<file path="src/rtl/pfrv_trap_pkg.sv">
`default_nettype none
// ============================================================================
// Module      : pfrv_trap_pkg
// Description : Shared constants, state encoding and helpers for the
//               machine-mode trap sequencer.
// Revision    : 1.0
// ============================================================================
package pfrv_trap_pkg;

  localparam logic [11:0] CSR_MSTATUS = 12'h300;
  localparam logic [11:0] CSR_MEPC    = 12'h341;
  localparam logic [11:0] CSR_MCAUSE  = 12'h342;
  localparam logic [11:0] CSR_MTVAL   = 12'h343;

  localparam int MIE    = 3;
  localparam int MPIE   = 7;
  localparam int MPP_LO = 11;
  localparam int MPP_HI = 12;

  localparam logic [5:0] NO_EXC = 6'h1F;

  localparam logic [1:0] PRIV_U = 2'b00;
  localparam logic [1:0] PRIV_S = 2'b01;
  localparam logic [1:0] PRIV_M = 2'b11;

  typedef enum logic [2:0] {
    IDLE       = 3'd0,
    W_EPC      = 3'd1,
    W_CAUSE    = 3'd2,
    W_TVAL     = 3'd3,
    W_STATUS   = 3'd4,
    REDIRECT   = 3'd5,
    R_STATUS   = 3'd6,
    R_REDIRECT = 3'd7
  } trap_state_t;

  // Environment calls from U, S and M mode carry no faulting value.
  function automatic logic is_ecall(input logic [5:0] code);
    return (code == 6'd8) || (code == 6'd9) || (code == 6'd11);
  endfunction

endpackage
`default_nettype wire

</file>
<file path="src/rtl/mstatus_update.sv">
`default_nettype none
// ============================================================================
// Module      : mstatus_update
// Description : Pure combinational mstatus rewrite for trap entry and mret.
// Revision    : 1.0
// ============================================================================
module mstatus_update #(
  parameter int XLEN = 64
) (
  input  logic [XLEN-1:0] i_mstatus,
  input  logic [1:0]      i_trap_priv,
  output logic [XLEN-1:0] o_trap_mstatus,
  output logic [XLEN-1:0] o_mret_mstatus,
  output logic [1:0]      o_mret_priv
);
  import pfrv_trap_pkg::*;

  always_comb begin
    o_trap_mstatus               = i_mstatus;
    o_trap_mstatus[MPIE]         = i_mstatus[MIE];
    o_trap_mstatus[MIE]          = 1'b0;
    o_trap_mstatus[MPP_HI:MPP_LO] = i_trap_priv;

    o_mret_mstatus               = i_mstatus;
    o_mret_mstatus[MIE]          = i_mstatus[MPIE];
    o_mret_mstatus[MPIE]         = 1'b1;
    o_mret_mstatus[MPP_HI:MPP_LO] = PRIV_U;

    o_mret_priv                  = i_mstatus[MPP_HI:MPP_LO];
  end

endmodule
`default_nettype wire

</file>
<file path="src/rtl/trap_sequencer.sv">
`default_nettype none
// ============================================================================
// Module      : trap_sequencer
// Description : Machine-mode trap entry / mret sequencer driving a single
//               shared CSR write port, pipeline stall/flush and fetch redirect.
// Revision    : 1.0
// ============================================================================
module trap_sequencer #(
  parameter int         XLEN   = 64,
  parameter logic [5:0] NO_EXC = pfrv_trap_pkg::NO_EXC
) (
  input  logic            clk,
  input  logic            reset,
  input  logic [5:0]      exc_code,
  input  logic [XLEN-1:0] exc_pc,
  input  logic [XLEN-1:0] exc_tval,
  input  logic            mret_req,
  input  logic [1:0]      cur_priv,
  input  logic [XLEN-1:0] mtvec_q,
  input  logic [XLEN-1:0] mepc_q,
  input  logic [XLEN-1:0] mstatus_q,
  output logic            csr_we,
  output logic [11:0]     csr_addr,
  output logic [XLEN-1:0] csr_wdata,
  output logic            stall,
  output logic            flush,
  output logic            redirect_valid,
  output logic [XLEN-1:0] redirect_pc,
  output logic            priv_we,
  output logic [1:0]      priv_next
);
  import pfrv_trap_pkg::*;

  trap_state_t     r_state;
  logic [5:0]      r_code;
  logic [XLEN-1:0] r_pc;
  logic [XLEN-1:0] r_tval;
  logic [1:0]      r_priv;

  logic [XLEN-1:0] w_trap_mstatus;
  logic [XLEN-1:0] w_mret_mstatus;
  logic [1:0]      w_mret_priv;
  logic            w_unused_bits;

  assign w_unused_bits = ^{mtvec_q[1:0], exc_pc[0]};

  mstatus_update #(
    .XLEN (XLEN)
  ) u_mstatus_update (
    .i_mstatus      (mstatus_q),
    .i_trap_priv    (r_priv),
    .o_trap_mstatus (w_trap_mstatus),
    .o_mret_mstatus (w_mret_mstatus),
    .o_mret_priv    (w_mret_priv)
  );

  // Outputs are registered: each branch computes what the *next* state drives,
  // so mstatus_q/mtvec_q/mepc_q are sampled one cycle before they appear.
  // The pipeline is stalled throughout, so those CSRs are stable.
  always_ff @(posedge clk) begin
    if (reset) begin
      r_state        <= IDLE;
      r_code         <= '0;
      r_pc           <= '0;
      r_tval         <= '0;
      r_priv         <= '0;
      csr_we         <= 1'b0;
      csr_addr       <= '0;
      csr_wdata      <= '0;
      stall          <= 1'b0;
      flush          <= 1'b0;
      redirect_valid <= 1'b0;
      redirect_pc    <= '0;
      priv_we        <= 1'b0;
      priv_next      <= '0;
    end else begin
      csr_we         <= 1'b0;
      csr_addr       <= '0;
      csr_wdata      <= '0;
      flush          <= 1'b0;
      redirect_valid <= 1'b0;
      redirect_pc    <= '0;
      priv_we        <= 1'b0;
      priv_next      <= '0;

      case (r_state)
        IDLE: begin
          if (exc_code != NO_EXC) begin
            r_code    <= exc_code;
            r_pc      <= exc_pc;
            r_tval    <= exc_tval;
            r_priv    <= cur_priv;
            r_state   <= W_EPC;
            stall     <= 1'b1;
            csr_we    <= 1'b1;
            csr_addr  <= CSR_MEPC;
            csr_wdata <= {exc_pc[XLEN-1:1], 1'b0};
          end else if (mret_req) begin
            r_priv    <= cur_priv;
            r_state   <= R_STATUS;
            stall     <= 1'b1;
            csr_we    <= 1'b1;
            csr_addr  <= CSR_MSTATUS;
            csr_wdata <= w_mret_mstatus;
            priv_we   <= 1'b1;
            priv_next <= w_mret_priv;
          end else begin
            stall     <= 1'b0;
          end
        end
        W_EPC: begin
          r_state   <= W_CAUSE;
          stall     <= 1'b1;
          csr_we    <= 1'b1;
          csr_addr  <= CSR_MCAUSE;
          csr_wdata <= {{(XLEN-6){1'b0}}, r_code};
        end
        W_CAUSE: begin
          r_state   <= W_TVAL;
          stall     <= 1'b1;
          csr_we    <= 1'b1;
          csr_addr  <= CSR_MTVAL;
          csr_wdata <= is_ecall(r_code) ? '0 : r_tval;
        end
        W_TVAL: begin
          r_state   <= W_STATUS;
          stall     <= 1'b1;
          csr_we    <= 1'b1;
          csr_addr  <= CSR_MSTATUS;
          csr_wdata <= w_trap_mstatus;
          priv_we   <= 1'b1;
          priv_next <= PRIV_M;
        end
        W_STATUS: begin
          // Direct mode only: no interrupts, so the vectored bits are dropped.
          r_state        <= REDIRECT;
          stall          <= 1'b1;
          flush          <= 1'b1;
          redirect_valid <= 1'b1;
          redirect_pc    <= {mtvec_q[XLEN-1:2], 2'b00};
        end
        R_STATUS: begin
          r_state        <= R_REDIRECT;
          stall          <= 1'b1;
          flush          <= 1'b1;
          redirect_valid <= 1'b1;
          redirect_pc    <= mepc_q;
        end
        REDIRECT, R_REDIRECT: begin
          r_state <= IDLE;
          stall   <= 1'b0;
        end
        default: begin
          r_state <= IDLE;
          stall   <= 1'b0;
        end
      endcase
    end
  end

endmodule
`default_nettype wire

</file>
<file path="config.mk">
export PLATFORM = sky130hd
export DESIGN_NAME = trap_sequencer
export DESIGN_NICKNAME = d
export VERILOG_FILES = /design/src/rtl/pfrv_trap_pkg.sv /design/src/rtl/mstatus_update.sv /design/src/rtl/trap_sequencer.sv
export SDC_FILE = /design/constraint.sdc
export NUM_CORES = 1
export LEC_CHECK = 0
export ABC_AREA = 1
export BUFFER_PORTS_ARGS = -buffer_cell sky130_fd_sc_hd__buf_2
export CORE_ASPECT_RATIO = 1.2
export CORE_MARGIN = 2
export CORE_UTILIZATION = 26
export CTS_CLUSTER_DIAMETER = 60
export DETAILED_ROUTE_END_ITERATION = 6
export SYNTH_ARGS = -nofsm -noshare
export SYNTH_HDL_FRONTEND = slang
export SYNTH_HIERARCHICAL = 1
export SYNTH_SLANG_ARGS = --single-unit
</file>
<file path="constraint.sdc">
create_clock -name clk -period 1.67 [get_ports clk]
set_input_delay 0.0835 -clock clk [delete_from_list [all_inputs] [get_ports clk]]
set_output_delay 0.0835 -clock clk [all_outputs]
set_load 0.05 [all_outputs]
</file>
-- Word-level counts from Yosys, hierarchy flattened
Index checks and enable logic that the tools add are counted.
W data, S select, Z words.
- bits of input ports: 331
- output and inout bits: 147
- logic and storage cells: 57
- register bits: 221
- reductions and logical operators: 10
- mux-type cells: 23
- equality and inequality tests: 12
- operators with widths (cell ; count):
    $pmux W64 S4 ; 1
    $mux W64 ; 3
    $pmux W64 S2 ; 1
    $pmux W10 S4 ; 1
    $pmux W3 S7 ; 1
    $mux W10 ; 2
    $eq A6 B4 Y1 const B ; 3
    $eq A3 B3 Y1 const B ; 4
    $mux W2 ; 4
    $eq A3 B2 Y1 const B ; 2
    $mux W3 ; 2
    $ne A6 B5 Y1 const B ; 1
    $reduce_or A5 Y1 ; 1
    $mux W1 ; 4
    $pmux W1 S2 ; 2
    $pmux W2 S2 ; 1
    $reduce_and A2 Y1 ; 2
    $reduce_or A2 Y1 ; 2
    $eq A3 B1 Y1 const B ; 1
    $logic_not A3 Y1 ; 1
    $ne A3 B3 Y1 const B ; 1
    $pmux W1 S3 ; 1
    $reduce_or A3 Y1 ; 1
    $logic_or A1 B1 Y1 ; 2
    $reduce_bool A2 Y1 ; 1

-- Logic depth before layout (Yosys ltp)
Gate-level depths: netlist of run 1.
- depth in word-level cells: 5
- depth in mapped cells: 9

-- Cells and area by module
The synthesis of run 1 kept the hierarchy.
- modules (own cells, without submodules) (module ; instances ; area each (um2) ; cells an instance ; seq. area each (um2)):
    trap_sequencer ; 1 ; 9731.8 ; 1439 ; 4264.1
    mstatus_update ; 1 ; 983.4 ; 132 ; 0.0

-- Least setup slack after synthesis of run 1
Ideal clock, no wire load.
- kind: register to register
- from: reg r_state[0]
- to: reg r_tval[60]
- library setup time: 0.119 ns
- setup slack: 0.341 ns
- stages on the path, launching flop included: 9
- arrival: 1.210 ns
- required time: 1.551 ns
- cells stage by stage: dfxtp_1 > nor2_2 > nand2_2 > inv_2 > nand2_2 > buf_4 > buf_4 > o21ai_1 > a21oi_1
- cells in the longest elaborated chain, start to end: 2
- ends and longest elaborated chain (item ; RTL line ; text):
    start, declared ; trap_sequencer.sv:34 ; trap_state_t r_state;
    start signal, assigned ; trap_sequencer.sv:62 ; r_state <= IDLE;
    start signal, assigned ; trap_sequencer.sv:93 ; r_state <= W_EPC;
    start signal, assigned ; trap_sequencer.sv:100 ; r_state <= R_STATUS;
    $logic_not A3 Y1 ; trap_sequencer.sv:86 ; case (r_state)
    $reduce_and A2 Y1 (no source line) ; n/a ;
    end signal, assigned ; trap_sequencer.sv:91 ; r_tval <= exc_tval;
    end, declared ; trap_sequencer.sv:37 ; logic [XLEN-1:0] r_tval;
Every way passes these cells.
A chain may end at the register's enable or synchronous reset.

-- Final worst setup path of run 1
- from: reg r_state[1]
- to: reg r_code[3]
- cells in the longest elaborated chain, start to end: 2
- ends and longest elaborated chain (item ; RTL line ; text):
    $logic_not A3 Y1 ; trap_sequencer.sv:86 ;
    $reduce_and A2 Y1 (no source line) ; n/a ;
    end signal, assigned ; trap_sequencer.sv:89 ; r_code <= exc_code;
    end, declared ; trap_sequencer.sv:35 ; logic [5:0] r_code;
Every way passes these cells.

==> run metrics, run 1 <==
status finished, final reports clean; max-slew violations 0; post-route setup slack 0.0744 ns; Tmin final 1.60 ns; Die W 189 um; Worst slew margin 0.476; routed vias 13,200; DR WL/cell 18.0 um; core area 40,700 um2; Worst Hold Class input port to flip-flop; cell depth of the worst flop-to-flop path 6; Synth Warn # 6; Syn Inst Count 1,571; internal power 13.6 mW; I/O Buffers 467; Post-Layout Cell Count 2,797; sequential area share after synthesis 0.398; nets@finish 2,575; worst slew pin tran 0.785 ns; library cells used by synthesis 23; initial antenna violation count 6; fraction of registers with async set/reset 0; worst hold path depth 5; Synth Cell Area 10,700 um2; Synth Flop Type dfxtp_1; CP Class flip-flop to flip-flop; Net Sw Frac 0.453; layout cells sized above 1 0.248; Clock Tree Buf Depth 3; required time worst endpoint 2.09 ns; clock root cell clkbuf_16; row cnt 81; GR Overflow Total 0; Final ANT Viol Nets 0; largest cells by area after synthesis dfxtp_1, a21oi_1, nand2_1, buf_4, nor2_1; clock share of power 0.223; crit end category flip-flop; GRT busiest layer met2; Reg power frac 0.294; EDFF count, synth 0; Max Cap Viol 0; Yosys top cell area share 0.398; PD cells 1420 nW/um2; Sw Pwr 11.2 mW; GRT Util Overall 0.223; syn avg cell area 6.82 um2; cell leakage power 8.30 nW; IO Pins 478; final hold vios 0; met2 Usage GRT 0.391; critical path launch point type flip-flop; die area 42,900 um2; VDD IR-drop max 0.965 mV; Arr. time, crit path 2.02 ns; M1 GR Usage 0.244; largest net degree at the start of global routing 141; combinational fraction of design power 0.483; vias in the first global route 13,500; worst skew pair latency 0.56 ns; Remaining DRCs 0; cell total after placement 2,374; cell taking the most area after synthesis dfxtp_1; count leader, synth nand2_1; Final setup viols 0; TritonCTS clock tree yes; die height 226 um; first-pass detailed-route iteration total 6; area growth from synthesis to layout 63.2%; via density per instance 4.73; Setup Skew 0.0229 ns; period utilization 0.955; Min Hold Slack 0.0217 ns; RePlAce Congestion 0.829; dpl ws 0.133 ns; clk sinks 213; list of most frequent post-synthesis cells nand2_1, a21oi_1, dfxtp_1, nor2_1; GR met3 Demand/Resource 0.0695; first-pass GRT wire length 74.4 mm; CP Max Fanout 6; setup tns final 0 ns; CTS clk-pin slew, worst paths 0.07 ns; Initial Util 0.263; WL final 50.4 mm; #FFs+latches synth 213; DP HPWL 31.1 mm; Inserted Clock Buffers 26; fmax 0.627 GHz; Post-Route Utilization 0.429; Initial DRC Count 724; H-tree depth 1
critical path, stage by stage, from the launching register on:
cell	delay, ns
dfxtp_2	0.34
nor2_4	0.13
nand2_2	0.07
buf_4	0.17
o21ai_1	0.13
dlygate4sd3_1	0.57
a21oi_1	0.04
cell families after synthesis:
| group | share of synthesized area |
|---|---|
| AO/OA/AOI/OAI | 0.155 |
| AND/OR/NAND/NOR | 0.254 |
| flip-flops | 0.398 |
| other | 0.00105 |
| buffers and inverters | 0.192 |
cell usage in the layout, fill, tap and decap left out, types with 3 or more instances in the layout:
cell type / count
dfxtp_1: 210
o21ai_1: 14
buf_4: 21
nor3b_1: 4
clkbuf_1: 5
nand3_4: 3
conb_1: 11
nand2_1: 318
clkbuf_8: 5
nand3_1: 78
inv_1: 139
nand3b_1: 58
dlygate4sd3_1: 380
buf_12: 20
clkbuf_16: 26
dfxtp_2: 3
nor2_1: 159
o21ai_0: 57
inv_2: 4
nor2_4: 3
a21oi_1: 257
buf_2: 466
layout make-up:
class	count	area [um2]
Fill cell	3881	23300
Timing Repair Buffer	888	6710
Multi-Input combinational cell	972	4490
Sequential cell	213	4270
Clock buffer	36	738
Tap cell	539	674
Inverter	143	537
Clock inverter	5	75.1
Antenna cell	1	2.50
power by group through the flow:
| stage | combinational [mW] | clock [mW] | sequential (mW) |
|---|---|---|---|
| 6_report | 12.0 | 5.54 | 7.28 |
| 2_1_floorplan | 5.10 | 0 | 9.83 |
| 3_3_place_gp | 11.0 | 0 | 7.32 |
| 4_1_cts | 11.9 | 5.70 | 7.25 |
| 3_5_place_dp | 11.1 | 0 | 7.35 |
| 5_1_grt | 12.9 | 5.89 | 7.42 |
stage by stage:
step | area (um2) | total power [mW]
global placement | 12900 | 18.3
finish | 17500 | 24.8
floorplan | 10700 | 14.9
global route | 17500 | 26.2
CTS | 17500 | 24.8
detailed placement | 12900 | 18.4
registers in the layout (all words and copies together), names as in the netlist:
register,flops
csr_wdata,64
r_tval,64
redirect_pc,64
r_code,6
csr_addr,4
r_state,3
priv_next,2
r_priv,2
csr_we,1
priv_we,1
redirect_valid,1
stall,1
final timing paths:
check	startpoint	to	slack [ns]
min reg2reg	r_tval[44]$_SDFFE_PP0P_	r_tval[44]$_SDFFE_PP0P_	0.45
max	r_state[1]$_SDFFE_PP0P_	r_code[3]$_SDFFE_PP0P_	0.07
max reg2reg	r_state[1]$_SDFFE_PP0P_	r_code[3]$_SDFFE_PP0P_	0.07
min	mstatus_q[3]	csr_wdata[7]$_SDFF_PP0_	0.02
per-layer routing:
layer / vias up / share of wire
met3: 171 / 0.11
met2: 815 / 0.48
met4: 6 / 0.045
met1: 6076 / 0.37
li1: 6162 / -
met5: - / 0.00081
what timing repair did:
| item | CTS | global route |
|---|---|---|
| endpoints found under the setup margin | 0 | 3 |
| gates resized for setup | 0 | 6 |
| setup buffers | 0 | 1 |
| endpoints found under the hold margin | 201 | 0 |
| hold buffers | 380 | 0 |
Note: power is estimated with default switching activity, not from simulation.
==> run 2: changes to the inputs <==
--- a/config.mk
+++ b/config.mk
@@ -10,6 +10,7 @@
 export CORE_ASPECT_RATIO = 1.2
 export CORE_MARGIN = 2
 export CORE_UTILIZATION = 26
+export CTS_BUF_LIST = sky130_fd_sc_hd__clkbuf_8 sky130_fd_sc_hd__clkbuf_16
 export CTS_CLUSTER_DIAMETER = 60
 export DETAILED_ROUTE_END_ITERATION = 6
 export SYNTH_ARGS = -nofsm -noshare
==> run 2 against run 1 <==
Cell area stayed put. Critical path depth did not move. First-iteration DRC count rose by 0.69%. Via count down 0.44%. Count of clock-buffer cells in the layout is 5 lower. Die area stayed put. Sequential power about the same. Core utilization unchanged. Critical endpoint unchanged. Largest cell class unchanged. Largest power group unchanged. Highest routed layer unchanged.
==> run metrics, run 2 (same netlist as run 1, synthesis figures left out) <==
CP Class flip-flop to flip-flop; Critical R2R Launch r_state[1]$_SDFFE_PP0P_; die height 226 um (unchanged); GR Overflow Total 0 (unchanged); clock root cell clkbuf_16; PD cells 1420 nW/um2 (-0.12%); cell depth of the worst flop-to-flop path 6 (unchanged); area of the multi-input gates 4490 um2 (unchanged); commonest non-fill, non-tap cell in the layout buf_2; Reg power frac 0.294 (about the same); Initial Util 0.263 (unchanged); combinational fraction of design power 0.484 (about the same); crit end category flip-flop; required time worst endpoint 2.09 ns (about the same); GRT Util Overall 0.223 (unchanged); commonest cells after routing, fill and taps aside buf_2, dlygate4sd3_1, nand2_1; first-pass detailed-route iteration total 7 (+1); Max Cap Viol 0 (unchanged); Final Cell Area 17,500 um2 (unchanged); CP Max Fanout 6 (unchanged); worst slew pin tran 0.759 ns (-0.0262 ns); first-pass GRT wire length 74.4 mm (unchanged); clk sinks 213 (unchanged); max-slew violations 0 (unchanged); area growth from synthesis to layout 63.2% (unchanged); final hold vios 0 (unchanged); Worst path max stage delay 0.58 ns (about the same); Clock Tree Buf Depth 3 (unchanged); Critical path origin r_state[1]$_SDFFE_PP0P_; DR WL/cell 18.0 um (about the same); period utilization 0.957 (+0.00131); fmax 0.626 GHz (-0.14%); CP max stage cell dlygate4sd3_1; largest net degree at the start of global routing 141 (unchanged); Setup Skew 0.0235 ns (+0.000524 ns); CTS clk-pin slew, worst paths 0.07 ns (about the same); Initial DRC Count 729 (+0.69%); VDD IR-drop max 0.972 mV (+0.77%); worst hold path depth 5 (unchanged); Final ANT Viol Nets 0 (unchanged); critical path launch point type flip-flop; IO Pins 478 (unchanged); Worst Hold Class input port to flip-flop; Tmin final 1.60 ns (+0.00218 ns); Die W 189 um (unchanged); post-route setup slack 0.0722 ns (-0.00218 ns); routed vias 13,200 (-0.44%); Inserted Clock Buffers 26 (unchanged); nets@finish 2,575 (unchanged); row cnt 81 (unchanged); layout cells sized above 1 0.248 (unchanged); I/O Buffers 467 (unchanged); HP Start mstatus_q[3]; Remaining DRCs 0 (unchanged); Power Total 24.8 mW (-0.12%); cell leakage power 8.32 nW (+0.25%); Reg area 4270 um2 (unchanged); status finished, final reports clean; Cell Area, Placed 12,900 um2 (unchanged); Worst slew margin 0.494 (+0.0175); crit path cell chain nor2_4, nand2_2, buf_4, o21ai_1, dlygate4sd3_1, a21oi_1; clock share of power 0.223 (about the same); TritonCTS clock tree yes; via density per instance 4.71 (-0.44%); initial antenna violation count 6 (unchanged); Largest regs csr_wdata: 64 flops, r_tval: 64 flops, redirect_pc: 64 flops; Sw Pwr 11.2 mW (about the same); Arr. time, crit path 2.02 ns (about the same); die area 42,900 um2 (unchanged); vias in the first global route 13,500 (unchanged); Final setup viols 0 (unchanged); Net Sw Frac 0.453 (+0.000609); core area 40,700 um2 (unchanged); Min Hold Slack 0.0204 ns (-0.00129 ns); RePlAce Congestion 0.829 (unchanged); internal power 13.5 mW (-0.23%); worst skew pair latency 0.56 ns (about the same); DP HPWL 31.1 mm (unchanged); dpl ws 0.133 ns (unchanged); WL final 50.4 mm (about the same); fillcell total 3,881 (unchanged); H-tree depth 1 (unchanged)
[run 2: area by class of cell]
cell class                 count  area share
inverter                     143      0.0307
antenna                        1    0.000143
clock buffer                  31      0.0411
multi-input combinational    972       0.257
sequential                   213       0.244
timing repair buffer         888       0.383
tap                          539      0.0386
clock inverter                10     0.00537
[run 2: final timing paths]
path	slack (ns)	to
max	0.07	r_code[3]$_SDFFE_PP0P_
min	0.02	csr_wdata[7]$_SDFF_PP0_
max reg2reg	0.07	r_code[3]$_SDFFE_PP0P_
min reg2reg	0.45	r_tval[44]$_SDFFE_PP0P_
[run 2: power groups by stage]
stage	Clock, mW	Combinational [mW]	Sequential, mW
after floorplan	0	5.10	9.83
after global placement	0	11.0	7.32
after detailed placement	0	11.1	7.35
after CTS	5.67	11.9	7.25
after global routing	5.87	12.9	7.42
final	5.51	12.0	7.28
[run 2: routing by layer]
layer / GRT usage / wire [um] / share of wire / vias up
met5: 0 / 41 / 0.00081 / -
met4: 0.109 / 2290 / 0.046 / 6
met3: 0.0695 / 5300 / 0.11 / 175
met2: 0.391 / 24100 / 0.48 / 806
met1: 0.244 / 18700 / 0.37 / 6026
li1: - / - / - / 6159
[run 2: stage by stage]
stage,cells,utilization,TNS [ns]
after floorplan,1579,-,0
after CTS,2795,0.429,0
after detailed placement,2374,0.315,0
after global routing,2797,0.429,-0.00614
final,2797,0.429,0
after global placement,2374,0.315,0
[run 2: timing repair]
item | in CTS | in global routing
hold buffers | 380 | 0
gates resized for setup | 0 | 6
buffers inserted | 0 | 1
endpoints found under the hold margin | 201 | 0
setup endpoints to repair | 0 | 3
[run 2: critical path, delay by kind of cell (launching register included)]
| kind | cells | cell delay [ns] |
|---|---|---|
| DFF | 1 | 0.34 |
| AOI/OAI and AO/OA | 2 | 0.17 |
| and+or+nand+nor | 2 | 0.20 |
| buffers and inverters | 2 | 0.75 |
